<file path="src/rtl/video_timing.sv">
// -----------------------------------------------------------------------------
// video_timing
// Raster timing generator for the pixel-colour stage. A clock divider produces
// a one-clock pixel_en strobe every CLOCK_DIV system clocks; on each strobe the
// horizontal/vertical scan counters advance one pixel. Sync, blank and the
// line/frame strobes are decoded combinationally from the counter registers, so
// they are valid for the whole pixel period that follows a pixel_en clock.
//
// Ports
//   clock        in   1  system clock, all state on rising edge
//   reset_       in   1  asynchronous reset, active low
//   run          in   1  1 = timing advances, 0 = all state frozen
//   pixel_en     out  1  one-clock strobe per pixel
//   video_x      out  9  horizontal position, 0..H_TOTAL-1
//   video_y      out  9  vertical position, 0..V_TOTAL-1
//   hsync_       out  1  horizontal sync, active low
//   vsync_       out  1  vertical sync, active low
//   blank        out  1  high outside the visible area
//   line_start   out  1  pixel_en at video_x == 0
//   frame_start  out  1  pixel_en at video_x == 0 and video_y == 0
//   frame_count  out  8  frames completed, wraps 255 -> 0
// -----------------------------------------------------------------------------
module video_timing #(
   parameter int unsigned CLOCK_DIV = 32'd2,
   parameter int unsigned H_ACTIVE  = 32'd320,
   parameter int unsigned H_FRONT   = 32'd16,
   parameter int unsigned H_SYNC    = 32'd32,
   parameter int unsigned H_BACK    = 32'd48,
   parameter int unsigned V_ACTIVE  = 32'd240,
   parameter int unsigned V_FRONT   = 32'd4,
   parameter int unsigned V_SYNC    = 32'd4,
   parameter int unsigned V_BACK    = 32'd16
) (
   input  logic       clock,
   input  logic       reset_,
   input  logic       run,
   output logic       pixel_en,
   output logic [8:0] video_x,
   output logic [8:0] video_y,
   output logic       hsync_,
   output logic       vsync_,
   output logic       blank,
   output logic       line_start,
   output logic       frame_start,
   output logic [7:0] frame_count
);

   localparam int unsigned H_TOTAL = H_ACTIVE + H_FRONT + H_SYNC + H_BACK;
   localparam int unsigned V_TOTAL = V_ACTIVE + V_FRONT + V_SYNC + V_BACK;

   // Reject geometries the 9-bit counters or 4-bit divider cannot represent.
   if (CLOCK_DIV == 32'd0 || CLOCK_DIV > 32'd16 ||
       H_ACTIVE == 32'd0 || H_FRONT == 32'd0 || H_SYNC == 32'd0 || H_BACK == 32'd0 ||
       V_ACTIVE == 32'd0 || V_FRONT == 32'd0 || V_SYNC == 32'd0 || V_BACK == 32'd0 ||
       H_TOTAL > 32'd512 || V_TOTAL > 32'd512) begin : g_bad_cfg
      $fatal(1, "video_timing: illegal timing parameters");
   end

   localparam logic [3:0] DIV_LAST = 4'(CLOCK_DIV - 32'd1);
   localparam logic [8:0] H_LAST   = 9'(H_TOTAL - 32'd1);
   localparam logic [8:0] V_LAST   = 9'(V_TOTAL - 32'd1);
   localparam logic [8:0] H_VIS    = 9'(H_ACTIVE);
   localparam logic [8:0] V_VIS    = 9'(V_ACTIVE);
   localparam logic [8:0] HS_START = 9'(H_ACTIVE + H_FRONT);
   localparam logic [8:0] HS_END   = 9'(H_ACTIVE + H_FRONT + H_SYNC);
   localparam logic [8:0] VS_START = 9'(V_ACTIVE + V_FRONT);
   localparam logic [8:0] VS_END   = 9'(V_ACTIVE + V_FRONT + V_SYNC);

   logic [3:0] div_r;
   logic [8:0] x_r;
   logic [8:0] y_r;
   logic [7:0] frame_cnt_r;
   logic       pixel_en_s;
   logic       hsync_n_s;
   logic       vsync_n_s;
   logic       blank_s;
   logic       line_start_s;
   logic       frame_start_s;

   // The strobe is decoded from the divider so the first pixel after reset
   // release is issued with no wait.
   assign pixel_en_s = run & (div_r == 4'd0);

   // Pixel clock divider: counts only while running so a pause loses no pixel.
   always_ff @(posedge clock or negedge reset_) begin
      if (!reset_) begin
         div_r <= 4'd0;
      end else if (run) begin
         if (div_r == DIV_LAST) begin
            div_r <= 4'd0;
         end else begin
            div_r <= div_r + 4'd1;
         end
      end
   end

   // Scan position and frame counter, advanced once per pixel strobe.
   always_ff @(posedge clock or negedge reset_) begin
      if (!reset_) begin
         x_r         <= 9'd0;
         y_r         <= 9'd0;
         frame_cnt_r <= 8'd0;
      end else if (pixel_en_s) begin
         if (x_r == H_LAST) begin
            x_r <= 9'd0;
            if (y_r == V_LAST) begin
               y_r         <= 9'd0;
               frame_cnt_r <= frame_cnt_r + 8'd1;
            end else begin
               y_r <= y_r + 9'd1;
            end
         end else begin
            x_r <= x_r + 9'd1;
         end
      end
   end

   // Sync, blank and strobe decode from the counter registers.
   always_comb begin
      hsync_n_s     = 1'b1;
      vsync_n_s     = 1'b1;
      blank_s       = 1'b0;
      line_start_s  = 1'b0;
      frame_start_s = 1'b0;

      if (x_r >= HS_START && x_r < HS_END) begin
         hsync_n_s = 1'b0;
      end else begin
         hsync_n_s = 1'b1;
      end

      if (y_r >= VS_START && y_r < VS_END) begin
         vsync_n_s = 1'b0;
      end else begin
         vsync_n_s = 1'b1;
      end

      if (x_r >= H_VIS || y_r >= V_VIS) begin
         blank_s = 1'b1;
      end else begin
         blank_s = 1'b0;
      end

      if (pixel_en_s && x_r == 9'd0) begin
         line_start_s  = 1'b1;
         frame_start_s = (y_r == 9'd0);
      end else begin
         line_start_s  = 1'b0;
         frame_start_s = 1'b0;
      end
   end

   assign pixel_en    = pixel_en_s;
   assign video_x     = x_r;
   assign video_y     = y_r;
   assign hsync_      = hsync_n_s;
   assign vsync_      = vsync_n_s;
   assign blank       = blank_s;
   assign line_start  = line_start_s;
   assign frame_start = frame_start_s;
   assign frame_count = frame_cnt_r;

endmodule

</file>
<file path="config.mk">
export PLATFORM = sky130hd
export DESIGN_NAME = video_timing
export DESIGN_NICKNAME = d
export VERILOG_FILES = /design/src/rtl/video_timing.sv
export SDC_FILE = /design/constraint.sdc
export NUM_CORES = 1
export LEC_CHECK = 0
export ABC_AREA = 1
export BUFFER_PORTS_ARGS = -buffer_cell sky130_fd_sc_hd__buf_2
export CAP_MARGIN = 20
export CORE_ASPECT_RATIO = 0.75
export CORE_MARGIN = 5
export CORE_UTILIZATION = 55
export CTS_CLUSTER_SIZE = 16
export DETAILED_ROUTE_END_ITERATION = 8
export GPL_TIMING_DRIVEN = 0
export PLACE_DENSITY = 0.83
export SETUP_SLACK_MARGIN = 0.05
export SYNTH_ARGS = -nofsm -noshare
export SYNTH_HDL_FRONTEND = slang
export SYNTH_SLANG_ARGS = --single-unit
export TNS_END_PERCENT = 20
</file>
<file path="constraint.sdc">
create_clock -name clock -period 1.9 [get_ports clock]
set_input_delay 0.095 -clock clock [delete_from_list [all_inputs] [get_ports clock]]
set_output_delay 0.095 -clock clock [all_outputs]
set_load 0.1 [all_outputs]
</file>
## Word level (Yosys, flattened, before mapping)

Cells that the tools add are included.

| word-level totals | value |
|---|---|
| register bits | 30 |
| output and inout bits | 32 |

| operators by class | value |
|---|---|
| $add $sub $neg | 4 |
| order comparisons | 6 |
| equality and inequality tests | 3 |
| muxes and demuxes | 8 |
| bitwise operators | 1 |
| reduce and logical (&&, ||, !) cells | 9 |

Operators by type and width:

| cell | count |
|---|---|
| adder 9 x 1 -> 9 bit (second input constant) | 2 |
| equality test 9 bit (second input constant) | 2 |
| greater-or-equal comparator 9 x 8 -> 1 bit (second input constant) | 2 |
| greater-or-equal comparator 9 bit (second input constant) | 2 |
| zero test 9 bit | 2 |
| 2-to-1 mux 9 bit | 2 |
| less-than comparator 9 x 8 -> 1 bit (second input constant) | 1 |
| less-than comparator 9 bit (second input constant) | 1 |
| adder 8 x 1 -> 8 bit (second input constant) | 1 |
| 2-to-1 mux 1 bit | 5 |
| adder 4 x 1 -> 4 bit (second input constant) | 1 |
| equality test 4 x 1 -> 1 bit (second input constant) | 1 |
| zero test 4 bit | 1 |
| 2-to-1 mux 4 bit | 1 |
| logical AND 1 bit | 3 |
| AND reduction 3 bit | 1 |
| AND reduction 2 bit | 1 |
| bitwise AND 1 bit | 1 |
| logical OR 1 bit | 1 |

## Logic depth before layout (Yosys ltp)

| depth | value |
|---|---|
| depth after elaboration | 4 |
| depth in mapped cells | 9 |
| depth with buffers taken out | 8 |

## Worst setup path before layout

OpenSTA, ideal clock, no wires.

| timing path | value |
|---|---|
| kind | register to output |
| start | reg y_r[5], in the netlist video_y[5] |
| end | out blank |
| data arrival time | 3344 ps |
| required time | 1805 ps |
| slack | -1539 ps |
| stages on the path, launching flop included | 3 |
| buffers on the path | 0 |
| cells stage by stage | dfrtp_1 > nand2_1 > o21ai_0 |

| on the way | value |
|---|---|
| word-level cells in the longest chain between the ends | 3 |

Ends and longest elaborated chain:

| what | line | RTL |
|---|---|---|
| start: declaration | 71 | `logic [8:0] y_r;` |
| start signal: assignment | 110 | `y_r <= y_r + 9'd1;` |
| greater-or-equal comparator 9 x 8 -> 1 bit | 138 | `if (x_r >= H_VIS \|\| y_r >= V_VIS) begin` |
| logical OR 1 bit | 138 |  |
| 2-to-1 mux 1 bit | 138 |  |
| end: declaration | 42 | `output logic blank,` |

No other way between the ends.

## Worst setup path after layout

| timing path | value |
|---|---|
| start | reg x_r[0], in the netlist video_x[0] |
| end | out frame_start |

| on the way | value |
|---|---|
| word-level cells in the longest chain between the ends | 3 |

Ends and longest elaborated chain:

| what | line | RTL |
|---|---|---|
| start: declaration | 70 | `logic [8:0] x_r;` |
| start signal: assignment | 113 | `x_r <= x_r + 9'd1;` |
| zero test 9 bit | 144 | `if (pixel_en_s && x_r == 9'd0) begin` |
| logical AND 1 bit | 144 |  |
| 2-to-1 mux 1 bit | 144 |  |
| end: declaration | 44 | `output logic frame_start,` |

No other way between the ends.

==> key figures <==
Routing
  • Total Wirelength: around 4600 µm
  • Drt initial violations: between 150 and 200
  • DRT Pass-1 Iters: 4
  • Via count: between 1.5k and 2k
  • Post-route antenna net violation count: 0
  • Wire per inst: approximately 13 µm
  • Drt drc: 0
  • Vias/cell: approximately 5.3

Floorplan
  • Die Width: 77.9 µm
  • Io pins: 35
  • Rows: 18
  • Initial Utilization: 0.574
  • Core area: around 3300 µm²
  • Overall die area: between 4000 and 5000 µm²
  • Die Y: slightly above 60 µm

Global routing
  • Total global-route track usage: 0.212
  • Pin count of the biggest net entering global routing: 31
  • Vias in the first global route: 1687
  • GRT overflow: 0
  • Initial antenna violation count: 0
  • First-pass GRT wire length: between 7000 and 8000 µm

STA
  • Final hold slack: 0.0464 ns
  • Final Skew: around 0.0047 ns
  • Slew HR: 0.565
  • Setup ws final: between 0.1 and 0.15 ns
  • Worst slew pin tran: approximately 0.65 ns
  • Maximum clock frequency: about 0.56 GHz
  • Final min period: ~1.8 ns
  • Fin. Hold Viols: 0
  • Slew Limit Fails: 0
  • Post-Route Setup TNS: 0 ns
  • Fin crit share: 0.941
  • RSZ-0062 raised after global routing: yes
  • # setup viols final: 0

Yosys
  • Synth cell count leaders: nand2_1 (95), nand3_1 (35), inv_1 (33)
  • EDFF count, synth: 0
  • Mapped Nets: 275
  • Synth cell types: 28
  • Leading area contributor after synthesis: dfrtp_1
  • #FFs+latches synth: 30
  • Synth top area share: 0.395
  • Post-Syn Instances: around 270
  • Top-count cell post-synth: nand2_1
  • Mapped Area: 1900 µm²
  • Post-synth ARST share: 1.00
  • Post-synthesis compound-gate area fraction: 0.0211
  • Yosys Warn Count: 0
  • Post-Synth Simple-Gate Area: 0.432
  • Largest family of logic cells by synthesized area: simple AND/OR/NAND/NOR gates
  • Synth Flop Type: dfrtp_1
  • Synth Area in XOR/XNOR: 0.0369
  • Adder-Cell Fraction of Synth Area: 0.0329
  • Synth Area per Inst: ~7 µm²
  • Top cells by area, synth: dfrtp_1 (40%), nand2_1 (19%), nand3_1 (9.2%)
  • Post-synthesis mux area share: 0
  • Post-synthesis sequential area ratio: 0.395

Placement
  • Dpl ws: around 0.11 ns
  • Number of port buffers: 34
  • Routability cong.: between 0.8 and 0.9
  • Placed wire-length estimate: 3340 µm

Clock tree
  • Clock root buffer master: clkbuf_8
  • H-Tree Depth: 2
  • # clock sinks: 30
  • TritonCTS buffer count: 5
  • CTS Buffer Depth: 2
  • Register clock-pin slew on the reported worst setup and hold paths: 0.06 ns
  • Clk_lat worst skew: 0.29 ns
  • TritonCTS clock tree: done

Critical path
  • CP endpoint kind: output port
  • Worst r2r src: video_x[0]
  • R2r worst-path depth: 9
  • R2r endpoint: frame_count[6]
  • Worst EP arrival: 1.69 ns
  • Crit path launch type: flop
  • CP Max Fanout: 5
  • R2R Setup Slk: 0.22 ns
  • Critical path class: flop to output port
  • Worst endpoint required time: around 1.8 ns

Power
  • Internal: around 1.3 mW
  • Combinational fraction of design power: 0.420
  • Switching share of power: 0.486
  • Sequential power share: 0.367
  • PD cells: 1050 nW/µm²
  • Switch Pwr: roughly 1.2 mW
  • Clock Power Share: 0.213
  • Worst-case vdd ir drop: around 1.4 mV
  • Leakage: 1.25 nW

Job
  • Max Cap Viol: 0

Hold path
  • Worst hold endpoint: div_r[0]
  • Hold Path Depth: 2
  • Hold Path Class: primary input to flop
  • Hold path start: run

Outcome
  • Run status: complete, no violations

Layout
  • Area grow syn2layout: 24.4%
  • Share of cells above drive strength 1: 0.272
  • Ant. Diodes: 0
  • Final #Nets: 320
sequential cells by signal, indices dropped and copies added, names as in the netlist:
name         count
video_y          9
video_x          9
frame_count      8
div_r            4
cell families after synthesis:
| group | Yosys count |
|---|---|
| simple gates | 178 |
| buf+inv | 38 |
| flops | 30 |
| compound gates | 8 |
| xor+xnor | 8 |
| fa+ha+maj | 5 |
worst max-delay path, cell delays in order, from the launching register on:
cell	delay, ns
dfrtp_4	0.50
inv_2	0.09
ha_1	0.15
nand2_1	0.05
nor2_1	0.14
nand3_2	0.14
nor2_4	0.15
buf_12	0.18
per-layer routing:
metal,up-vias,GRT usage,share of wire
li1,940,-,-
met3,7,0.0445,0.069
met4,0,0.0784,0.013
met1,884,0.275,0.43
met2,52,0.354,0.49
met5,-,0,0
power groups by stage:
| stage | clock network (mW) | registers (mW) | logic [mW] |
|---|---|---|---|
| after CTS | 0.541 | 0.901 | 1.02 |
| after global placement | 0 | 0.910 | 0.978 |
| final | 0.526 | 0.906 | 1.04 |
| after floorplan | 0 | 1.37 | 0.352 |
| after global routing | 0.572 | 0.931 | 1.11 |
| after detailed placement | 0 | 0.912 | 0.999 |
timing repair:
| item | in CTS | in global routing |
|---|---|---|
| setup buffers | 0 | 3 |
| hold endpoints to repair | 30 | 0 |
| hold buffers | 1 | 0 |
| pin swaps | 0 | 1 |
| resized for setup | 9 | 5 |
| setup endpoints to repair | 4 | 10 |
metrics by stage:
stage	area [µm²]	power [mW]	utilization	std cells
5_1_grt	2360	2.61	0.714	353
6_report	2360	2.47	0.714	353
4_1_cts	2330	2.46	0.703	350
3_3_place_gp	2190	1.89	0.663	341
2_1_floorplan	1970	1.73	-	267
3_5_place_dp	2190	1.91	0.663	341
final cells by class:
| cell class | count | area [µm²] |
|---|---|---|
| buffer | 4 | 40.0 |
| clock buffer | 7 | 86.3 |
| clock inverter | 1 | 5.00 |
| fill | 264 | 948 |
| inverter | 34 | 134 |
| multi-input combinational | 199 | 1030 |
| sequential | 30 | 786 |
| tap | 40 | 50.0 |
| timing repair buffer | 38 | 233 |
layout by cell type (no fill, tap or decap), types with 4 or more instances in the layout:
| master | n |
|---|---|
| nand3_1 | 33 |
| dfrtp_4 | 5 |
| nor2_1 | 24 |
| buf_4 | 5 |
| ha_1 | 4 |
| inv_1 | 30 |
| dfrtp_1 | 12 |
| xor2_1 | 7 |
| dfrtp_2 | 13 |
| nand2_1 | 95 |
| o21ai_0 | 5 |
| clkbuf_8 | 7 |
| buf_2 | 30 |
| nand4_1 | 9 |
worst max path at each step:
stage                    start          end  slack, ns  depth (start not counted)
floorplan           video_y[4]       vsync_      -0.09                          3
global placement    video_x[0]  frame_start       0.14                          7
detailed placement    div_r[2]  frame_start       0.11                          6
CTS                   div_r[2]     pixel_en       0.05                          5
global route        video_x[6]        blank       0.05                          5
finish              video_x[0]  frame_start       0.11                          7
(Power assumes the default switching activity.)
